$ cat src/rtl/pipelined_adder.sv
// Pipelined adder/subtractor: the carry chain is cut into STAGES equal chunks, one chunk resolved per
// register stage, with upper operand bits travelling alongside until their chunk is reached.
module pipelined_adder #(
  parameter int WIDTH  = 32,
  parameter int STAGES = 4
) (
  input  logic             clk,
  input  logic             rst_n,
  input  logic             in_valid,
  output logic             in_ready,
  input  logic [WIDTH-1:0] a,
  input  logic [WIDTH-1:0] b,
  input  logic             cin,
  input  logic             sub,
  output logic             out_valid,
  input  logic             out_ready,
  output logic [WIDTH-1:0] sum,
  output logic             cout,
  output logic             ovf
);
  localparam int CW   = WIDTH / STAGES;
  localparam int LAST = STAGES - 1;

  // Stage k registers: bits below (k+1)*CW of acc_q are final; a_q/b_q keep the (effective) operands.
  logic [WIDTH-1:0] acc_q [STAGES];
  logic [WIDTH-1:0] a_q   [STAGES];
  logic [WIDTH-1:0] b_q   [STAGES];
  logic             c_q   [STAGES];
  logic             v_q   [STAGES];
  logic             ovf_q;

  logic [WIDTH-1:0] src_acc [STAGES];
  logic [WIDTH-1:0] src_a   [STAGES];
  logic [WIDTH-1:0] src_b   [STAGES];
  logic             src_c   [STAGES];
  logic             src_v   [STAGES];
  logic [WIDTH-1:0] acc_d   [STAGES];
  logic             c_d     [STAGES];
  logic             ovf_d;
  logic             advance;

  // Handshake: a side transfers on a rising edge where its valid && ready are both 1; the whole
  // pipe moves when the output slot is empty or being taken, so in_ready never looks at in_valid.
  assign advance   = !v_q[LAST] || out_ready;
  assign in_ready  = advance;
  assign out_valid = v_q[LAST];
  assign sum       = acc_q[LAST];
  assign cout      = c_q[LAST];
  assign ovf       = ovf_q;

  always_comb begin
    logic x, y, c;
    src_acc[0] = '0;
    src_a[0]   = a;
    src_b[0]   = sub ? ~b : b;
    src_c[0]   = sub | cin;
    src_v[0]   = in_valid;
    for (int k = 1; k < STAGES; k++) begin
      src_acc[k] = acc_q[k-1];
      src_a[k]   = a_q[k-1];
      src_b[k]   = b_q[k-1];
      src_c[k]   = c_q[k-1];
      src_v[k]   = v_q[k-1];
    end
    for (int k = 0; k < STAGES; k++) begin
      acc_d[k] = src_acc[k];
      c = src_c[k];
      for (int i = 0; i < CW; i++) begin
        x = src_a[k][k*CW + i];
        y = src_b[k][k*CW + i];
        acc_d[k][k*CW + i] = x ^ y ^ c;
        c = (c & (x ^ y)) | (x & y);
      end
      c_d[k] = c;
    end
    ovf_d = (src_a[LAST][WIDTH-1] == src_b[LAST][WIDTH-1]) &&
            (acc_d[LAST][WIDTH-1] != src_a[LAST][WIDTH-1]);
  end

  // Bubbles move the valid bit only, so an idle output keeps its last result.
  always_ff @(posedge clk or negedge rst_n) begin
    if (!rst_n) begin
      for (int k = 0; k < STAGES; k++) begin
        v_q[k]   <= 1'b0;
        acc_q[k] <= '0;
        a_q[k]   <= '0;
        b_q[k]   <= '0;
        c_q[k]   <= 1'b0;
      end
      ovf_q <= 1'b0;
    end else if (advance) begin
      for (int k = 0; k < STAGES; k++) begin
        v_q[k] <= src_v[k];
        if (src_v[k]) begin
          acc_q[k] <= acc_d[k];
          a_q[k]   <= src_a[k];
          b_q[k]   <= src_b[k];
          c_q[k]   <= c_d[k];
        end
      end
      if (src_v[LAST]) ovf_q <= ovf_d;
    end
  end
endmodule

$ cat config.mk
export PLATFORM = sky130hd
export DESIGN_NAME = pipelined_adder
export DESIGN_NICKNAME = d
export VERILOG_FILES = /design/src/rtl/pipelined_adder.sv
export SDC_FILE = /design/constraint.sdc
export NUM_CORES = 1
export LEC_CHECK = 0
export BUFFER_PORTS_ARGS = -buffer_cell sky130_fd_sc_hd__buf_4
export CORE_ASPECT_RATIO = 0.9
export CORE_MARGIN = 8
export CORE_UTILIZATION = 30
export DETAILED_ROUTE_END_ITERATION = 8
export PLACE_DENSITY = 0.58
export SYNTH_ARGS = -nofsm -noshare
export SYNTH_HDL_FRONTEND = slang
export SYNTH_SLANG_ARGS = --single-unit
export TNS_END_PERCENT = 20
$ cat constraint.sdc
create_clock -name clk -period 5.1 [get_ports clk]
set_input_delay 1.02 -clock clk [delete_from_list [all_inputs] [get_ports clk]]
set_output_delay 1.02 -clock clk [all_outputs]
set_load 0.1 [all_outputs]
==> results.md, run 1 <==
* Status: completed
* Top cell type by total area after synthesis: dfrtp_1
* Async SR Flop Fraction at 100.0%
* Placed Cells incl. Taps at 977
* Fin. max-slew vios at 0
* CTS tree: built
* Fill cells at 2644
* Crit path time final at 4474 ps
* First-pass DRT Iterations at 4
* Die Area at 0.03231 sq mm
* WL final at 16360 um
* Final period util at 87.73%
* Req. time, crit path at 5410 ps
* P&R area growth vs syn at 21.47%
* RSZ-0062 raised after global routing: false
* Vias in the first global route at 4857
* Crit end category: flip-flop
* Hold buffers post-CTS at 0
* Final hold vios at 0
* FF-to-FF setup slack at 750 ps
* DRC viols at 0
* Crit path max fanout at 4
* Core Area at 0.02667 sq mm
* Worst-Skew Late Latency at 420 ps
* Post-DP HPWL at 10570 um
* Rows at 57
* Total grt overflow at 0
* DIE HEIGHT at 171.3 um
* Number of CTS-inserted buffers at 17
* Synthesized Nets at 645
* Post-DR vias/cell at 4.280
* PortBufs at 105
* Sequential area share after synthesis at 57.56%
* Leak Pwr at 0.004375 uW
* Top cell type's share of synthesized area at 57.56%
* Clock Skews at 12.43 ps
* Resized cells post-CTS at 0
* Hold_ws at 495.7 ps
* Max clock buf depth at 2
* CTS root buf: clkbuf_16
* Crit Path Class: in2reg
* Initial antenna violation count at 0
* CP arrival at 4780 ps
* Count leader, synth: dfrtp_1
* Hold Crit Class: reg2reg
* Setup TNS at 0 ps
* Most area-consuming cells after synthesis: dfrtp_1, mux2_2, fa_1, mux2_4, xnor2_1
* Synthesis Warnings at 0
* Gpl congestion at 0.6921
* H-tree Lvls at 4
* Synth cell count leaders: dfrtp_1, mux2_2, a21oi_1, inv_1, fa_1
* Largest net degree at the start of global routing at 94
* Setup-failing EPs final at 0
* Post-synth EDFFs at 0
* Synth unique cells at 20
* Initial Util at 30.15%
* First-pass GRT wire length at 26640 um
* Routed WL per cell at 16.22 um
* Synthesized area per cell at 14.84 sq um
* Postcts setup bufs at 0
* Startpoint Class: primary input
* Max IR drop VDD at 330.8 uV
* Starting DRT DRC Count at 190
* Register bit total from synthesis at 185
* Synthesized area at 0.008043 sq mm
* F_max at 223.5 MHz
* Die Wd at 188.6 um
* Final #Nets at 745
* TritonCTS Sinks at 185
* Layout Cells excl Fill at 1009
* Least-Margin Pin Slew at 1031 ps
* Share of layout cells above drive strength 1 at 43.66%
* # diodes at 0
* Post-Synthesis Cells at 542
* Vias post-DR at 4319
* Max-cap viol count at 0
* Total I/O pin count at 106
* Top FF cell, synth: dfrtp_1
* Total GRT Usage at 10.57%
* PwrDens at 723.1 mW/mm^2
* Post-route ant nets at 0
* Worst relative slew slack at 30.99%
* Clock transition at path regs at 70 ps
report_power, final:
group | switching (uW) | leakage (uW) | internal, uW
clock network | 591 | 0.000301 | 804
registers | 373 | 0.00214 | 2150
logic | 1910 | 0.00194 | 1230
layout make-up:
class	instances	area [sq um]	area share [%]
multi-input combinational	286	3078	31.51
sequential	185	4629	47.39
inverter	42	157.7	1.614
clock inverter	13	163.9	1.678
tap	354	442.9	4.534
timing repair buffer	110	844.6	8.645
clock buffer	19	452.9	4.636
cells in the final DEF, fill, tap and decap left out, types with 8 or more instances in the layout:
cell type    n
a21oi_1     44
dfrtp_1    185
fa_1        32
buf_4      108
o21ai_0      8
inv_1       42
clkbuf_16   17
mux2i_1     15
mux2_4      21
mux2_2     118
xnor2_1     29
cells by family (layout without fill, tap and decap cells):
| group | after synthesis | in the layout | share of synthesized area, % |
|---|---|---|---|
| compound gates | 52 | 52 | 3.236 |
| xor+xnor | 33 | 33 | 3.594 |
| mux | 154 | 154 | 22.31 |
| fa+ha+maj | 33 | 33 | 8.121 |
| simple gates | 14 | 14 | 0.9489 |
| flops | 185 | 185 | 57.56 |
| buf+inv | 71 | 184 | 4.232 |
worst max-delay path, stage by stage:
cell	delay [ps]
buf_4	140
xnor2_1	140
fa_1	390
fa_1	410
fa_1	390
fa_1	390
fa_1	390
fa_1	390
fa_1	370
inv_1	80
fa_1	410
mux2_4	260
per-layer routing:
| layer | track usage, % | routed length (um) | vias up |
|---|---|---|---|
| li1 | - | - | 2011 |
| met1 | 13.60 | 7734 | 2224 |
| met2 | 17.22 | 7781 | 73 |
| met3 | 3.121 | 681 | 11 |
| met4 | 2.852 | 164 | 0 |
| met5 | 0 | 0 | - |
path summary, 6_finish.rpt:
check,cells after the start,end,startpoint
worst max-delay path,12,acc_d[71],sub
worst min-delay path,2,out_valid,src_v[0]
worst max register to register,12,ovf,a_q[56]
worst min register to register,2,out_valid,src_v[0]
max in group asynchronous,2,sum[15],rst_n
min in group asynchronous,1,sum[30],rst_n
registers in the layout, indices dropped and copies added, names as in the netlist:
signal	flops
c_q	3
a_q	48
out_valid	1
ovf	1
cout	1
acc_d	48
b_q	48
sum	32
src_v	3
through the flow:
step	setup slack [ps]	cell area (sq um)	power [uW]	utilization, %
floorplan	58.79	8043	4976	-
global placement	200.9	9153	5721	34.31
detailed placement	128.8	9153	5783	34.31
CTS	622.9	9769	7209	36.63
global route	511.7	9769	7551	36.63
finish	625.9	9769	7064	36.63
Power figures use the tool's default switching activity.
==> run 2: changes to the inputs <==
RECOVER_POWER = 50   (was unset)
==> results.md, run 2 (synthesis gave the netlist of run 1 again) <==
* DIE HEIGHT at 171.3 um (unchanged)
* Sw Share at 40.88% (was 40.74%)
* Startpoint Class: primary input (unchanged)
* F_max at 223.6 MHz (was 223.5 MHz)
* Postcts setup bufs at 0 (unchanged)
* Post-DR vias/cell at 4.276 (was 4.280)
* Comb power frac at 44.3% (was 44.5%)
* CP arrival at 4780 ps (about the same)
* Die Area at 0.03231 sq mm (unchanged)
* FF-to-FF setup slack at 750 ps (about the same)
* Clock Skews at 12.91 ps (was 12.43 ps)
* Final period util at 87.68% (was 87.73%)
* TritonCTS Sinks at 185 (unchanged)
* Crit path time final at 4472 ps (was 4474 ps)
* # diodes at 0 (unchanged)
* Req. time, crit path at 5400 ps (was 5410 ps)
* Rows at 57 (unchanged)
* Starting DRT DRC Count at 187 (was 190)
* CTS tree: built (unchanged)
* Setup-failing EPs final at 0 (unchanged)
* Max clock buf depth at 2 (unchanged)
* Total grt overflow at 0 (unchanged)
* First-pass GRT wire length at 26640 um (unchanged)
* First-pass DRT Iterations at 4 (unchanged)
* Hold buffers post-CTS at 0 (unchanged)
* Crit end category: flip-flop (unchanged)
* Final #Nets at 745 (unchanged)
* WL final at 16360 um (unchanged)
* RSZ-0062 raised after global routing: false (unchanged)
* Max IR drop VDD at 330.6 uV (was 330.8 uV)
* Number of CTS-inserted buffers at 17 (unchanged)
* Crit Path Class: in2reg (unchanged)
* Initial antenna violation count at 0 (unchanged)
* Switch Pwr at 2873 uW (was 2878 uW)
* PortBufs at 105 (unchanged)
* Largest net degree at the start of global routing at 94 (unchanged)
* Post-route ant nets at 0 (unchanged)
* Setup TNS at 0 ps (unchanged)
* Final hold vios at 0 (unchanged)
* Internal power at 4155 uW (was 4186 uW)
* Crit path max fanout at 4 (unchanged)
* Post-DP HPWL at 10570 um (unchanged)
* Max-cap viol count at 2 (was 0)
* Hold Crit Class: reg2reg (unchanged)
* Core Area at 0.02667 sq mm (unchanged)
* Most frequent cells in the layout: dfrtp_1, mux2_2, buf_4 (unchanged)
* DRC viols at 0 (unchanged)
* Total GRT Usage at 10.57% (unchanged)
* PwrDens at 723.2 mW/mm^2 (was 723.1 mW/mm^2)
* Hold_ws at 495.2 ps (was 495.7 ps)
* CTS root buf: clkbuf_16 (unchanged)
* Vias post-DR at 4314 (was 4319)
* Most common cell after layout, fill and taps aside: dfrtp_1 (unchanged)
* Routed WL per cell at 16.22 um (unchanged)
* Initial Util at 30.15% (unchanged)
* Share of layout cells above drive strength 1 at 41.98% (was 43.66%)
* Clock transition at path regs at 80 ps (was 70 ps)
* Vias in the first global route at 4857 (unchanged)
* P&R area growth vs syn at 20.82% (was 21.47%)
* Least-Margin Pin Slew at 2373 ps (was 1031 ps)
* Status: finished, violations left (was completed)
* Violated checks: max-capacitance violations, max-slew violations
* Worst-Skew Late Latency at 420 ps (about the same)
* Util after Layout at 36.43% (was 36.63%)
* Fin. max-slew vios at 131 (was 0)
* Total I/O pin count at 106 (unchanged)
* Sequential power share at 35.9% (was 35.7%)
* H-tree Lvls at 4 (unchanged)
* Worst relative slew slack at -58.21% (was 30.99%)
* Die Wd at 188.6 um (unchanged)
* Clock power share at 19.8% (was 19.7%)
* Gpl congestion at 0.6921 (unchanged)
* Resized cells post-CTS at 0 (unchanged)
* Leak Pwr at 0.004333 uW (was 0.004375 uW)
-- run 2: cell types whose count changed in the layout (fill, tap and decap cells not counted), sizes merged --
cell | previous run | this run
clkbuf | 20 | 30
buf | 109 | 99
-- run 2: worst max-delay path: stages --
cell     delay, ps
buf_4          140
xnor2_1        140
fa_1           390
fa_1           410
fa_1           390
fa_1           390
fa_1           390
fa_1           390
fa_1           370
inv_1           80
fa_1           410
mux2_4         260
-- run 2: path summary, 6_finish.rpt --
path	cells past startpoint	startpoint	to
setup / recovery	12	sub	acc_d[71]
hold reg to reg	2	src_v[0]	out_valid
max in group asynchronous	1	rst_n	sum[20]
min in group asynchronous	1	rst_n	sum[30]
setup reg to reg	12	a_q[56]	ovf
hold / removal	2	src_v[0]	out_valid
-- run 2: metal layers --
layer  share of wire (%)  GRT usage, %
met3                 4.2         3.121
met1                  47         13.60
met2                  48         17.22
met4                 1.0         2.852
met5                   0             0
-- run 2: layout make-up --
| class | count | area [sq um] |
|---|---|---|
| Clock buffer | 19 | 452.9 |
| Timing Repair Buffer | 110 | 802.0 |
| Multi-Input combinational cell | 286 | 3068 |
| Tap cell | 354 | 442.9 |
| Clock inverter | 13 | 163.9 |
| Inverter | 42 | 157.7 |
| Fill cell | 2658 | 16960 |
| Sequential cell | 185 | 4629 |
-- run 2: power groups by stage --
stage / clock network (uW) / logic, uW / registers [uW]
finish: 1390 / 3110 / 2520
global route: 1490 / 3400 / 2620
CTS: 1450 / 3220 / 2540
detailed placement: 0 / 3220 / 2570
global placement: 0 / 3170 / 2550
floorplan: 0 / 1480 / 3490
-- run 2: stage by stage --
step	area [sq um]	instances	power, uW	worst slack [ps]
2_1_floorplan	8043	542	4976	58.79
3_3_place_gp	9153	977	5721	200.9
3_5_place_dp	9153	977	5783	128.8
4_1_cts	9769	1009	7209	622.9
5_1_grt	9717	1009	7518	511.6
6_report	9717	1009	7027	628.1
==> run 3: changes to the inputs <==
CORE_MARGIN = unset   (was 8)
==> results.md, run 3 (synthesis gave the netlist of run 1 again) <==
* Max incr delay on CP at 420 ps (was 410 ps)
* PwrDens at 720.9 mW/mm^2 (was 723.2 mW/mm^2)
* Total GRT Usage at 12.37% (was 10.57%)
* Req. time, crit path at 5410 ps (was 5400 ps)
* # diodes at 0 (unchanged)
* Crit-path leading delay family: adder cells (unchanged)
* DP Area at 0.009145 sq mm (was 0.009153 sq mm)
* WL final at 15580 um (was 16360 um)
* Least-Margin Pin Slew at 2684 ps (was 2373 ps)
* Initial antenna violation count at 0 (unchanged)
* Status: finished, violations left (unchanged)
* CTS tree: built (unchanged)
* Area occupied by multi-input gates at 0.003070 sq mm (was 0.003068 sq mm)
* Hold buffers post-CTS at 0 (unchanged)
* Crit Path Class: in2reg (unchanged)
* Crit-path slowest cell: fa_1 (unchanged)
* Routed WL per cell at 15.53 um (was 16.22 um)
* Vias in the first global route at 4731 (was 4857)
* Die Wd at 174.6 um (was 188.6 um)
* Resized cells post-CTS at 0 (unchanged)
* Fill cells at 2611 (was 2658)
* Share of layout cells above drive strength 1 at 41.53% (was 41.98%)
* Hold Crit Class: reg2reg (unchanged)
* Initial Util at 30.69% (was 30.15%)
* TritonCTS Sinks at 185 (unchanged)
* Util after Layout at 36.94% (was 36.43%)
* First-pass GRT wire length at 25950 um (was 26640 um)
* GRT busiest layer: met2 (unchanged)
* Max-cap viol count at 1 (was 2)
* Max clock buf depth at 2 (unchanged)
* Final hold vios at 0 (unchanged)
* Crit path time final at 4474 ps (was 4472 ps)
* Starting DRT DRC Count at 155 (was 187)
* RSZ-0062 raised after global routing: false (unchanged)
* Clock Skews at 12.09 ps (was 12.91 ps)
* Total grt overflow at 0 (unchanged)
* Setup-failing EPs final at 0 (unchanged)
* Die Area at 0.02747 sq mm (was 0.03231 sq mm)
* Vias post-DR at 4349 (was 4314)
* Setup TNS at 0 ps (unchanged)
* Max IR drop VDD at 332.2 uV (was 330.6 uV)
* Post-DP HPWL at 9740 um (was 10570 um)
* Most common cell after layout, fill and taps aside: dfrtp_1 (unchanged)
* Final WS setup at 626.3 ps (was 628.1 ps)
* Gpl congestion at 0.7023 (was 0.6921)
* Worst path cell trace: buf_4 > xnor2_1 > fa_1 > fa_1 > fa_1 > fa_1 > fa_1 > fa_1 > fa_1 > inv_1 > fa_1 > mux2_4 (unchanged)
* CTS root buf: clkbuf_16 (unchanged)
* FF+latch area at 0.004629 sq mm (unchanged)
* Post-DR vias/cell at 4.336 (was 4.276)
* PortBufs at 105 (unchanged)
* Leak Pwr at 0.004313 uW (was 0.004333 uW)
* Startpoint Class: primary input (unchanged)
* Crit end category: flip-flop (unchanged)
* H-tree Lvls at 4 (unchanged)
* Total I/O pin count at 106 (unchanged)
* CP bufs+invs at 2 (unchanged)
* Final instance area at 0.009679 sq mm (was 0.009717 sq mm)
* GR met1 Demand/Resource at 16.63% (was 13.60%)
* Postcts setup bufs at 0 (unchanged)
* P&R area growth vs syn at 20.35% (was 20.82%)
* Clock transition at path regs at 70 ps (was 80 ps)
* DIE HEIGHT at 157.3 um (was 171.3 um)
* Rows at 56 (was 57)
* Post-route ant nets at 0 (unchanged)
* Final period util at 87.72% (was 87.68%)
* CP arrival at 4790 ps (was 4780 ps)
* Final #Nets at 745 (unchanged)
* Number of CTS-inserted buffers at 17 (unchanged)
* Met3 usage at 2.995% (was 3.121%)
* Place WS at 143.9 ps (was 128.8 ps)
* Fin. max-slew vios at 106 (was 131)
* Core Area at 0.02621 sq mm (was 0.02667 sq mm)
* Most used cell along the critical path: fa_1 (unchanged)
* First-pass DRT Iterations at 4 (unchanged)
* Violated checks: max-capacitance violations, max-slew violations (unchanged)
* F_max at 223.5 MHz (was 223.6 MHz)
* Worst-Skew Late Latency at 440 ps (was 420 ps)
* Most frequent cells in the layout: dfrtp_1, mux2_2, buf_4 (unchanged)
* Largest net degree at the start of global routing at 107 (was 94)
* Worst relative slew slack at -78.91% (was -58.21%)
* Met2 GRT Util at 19.58% (was 17.22%)
* DRC viols at 0 (unchanged)
* Crit path max fanout at 4 (unchanged)
==> run 3: report_power, final <==
group          switching (uW)  leakage [uW]  internal (uW)
Clock                     631      0.000295            743
Sequential                374       0.00214           2150
Combinational            1890       0.00188           1180
==> run 3: worst paths after layout <==
path	startpoint	endpoint	slack, ps	depth (start not counted)
max in group asynchronous	rst_n	b_q[117]	2110	1
worst max register to register	a_q[56]	ovf	740	12
worst min-delay path	src_v[0]	out_valid	500	2
worst max-delay path	sub	acc_d[71]	630	12
worst min register to register	src_v[0]	out_valid	500	2
min in group asynchronous	rst_n	cout	1390	1
==> run 3: layer usage <==
metal  wire length (um)  share of wire [%]
met1               7435                 48
met2               7289                 47
met3                659                4.2
met4                193                1.2
met5                  0                  0
==> run 3: metrics by stage <==
stage	power [uW]	instances	hold slack, ps
2_1_floorplan	4976	542	457.2
3_3_place_gp	5690	971	482.5
3_5_place_dp	5752	971	486.7
4_1_cts	7160	1003	503.5
5_1_grt	7473	1003	515.5
6_report	6978	1003	500.2
==> run 3: layout make-up <==
class / count / area share, %
timing repair buffer: 110 / 8.105
clock buffer: 17 / 4.395
sequential: 185 / 47.83
tap: 348 / 4.498
multi-input combinational: 286 / 31.72
inverter: 42 / 1.629
clock inverter: 15 / 1.823
==> run 3: worst min-delay path, cell delays in order, from the launching register on <==
cell     delay (ps)
dfrtp_1         360
inv_1            60
nand2_1          50
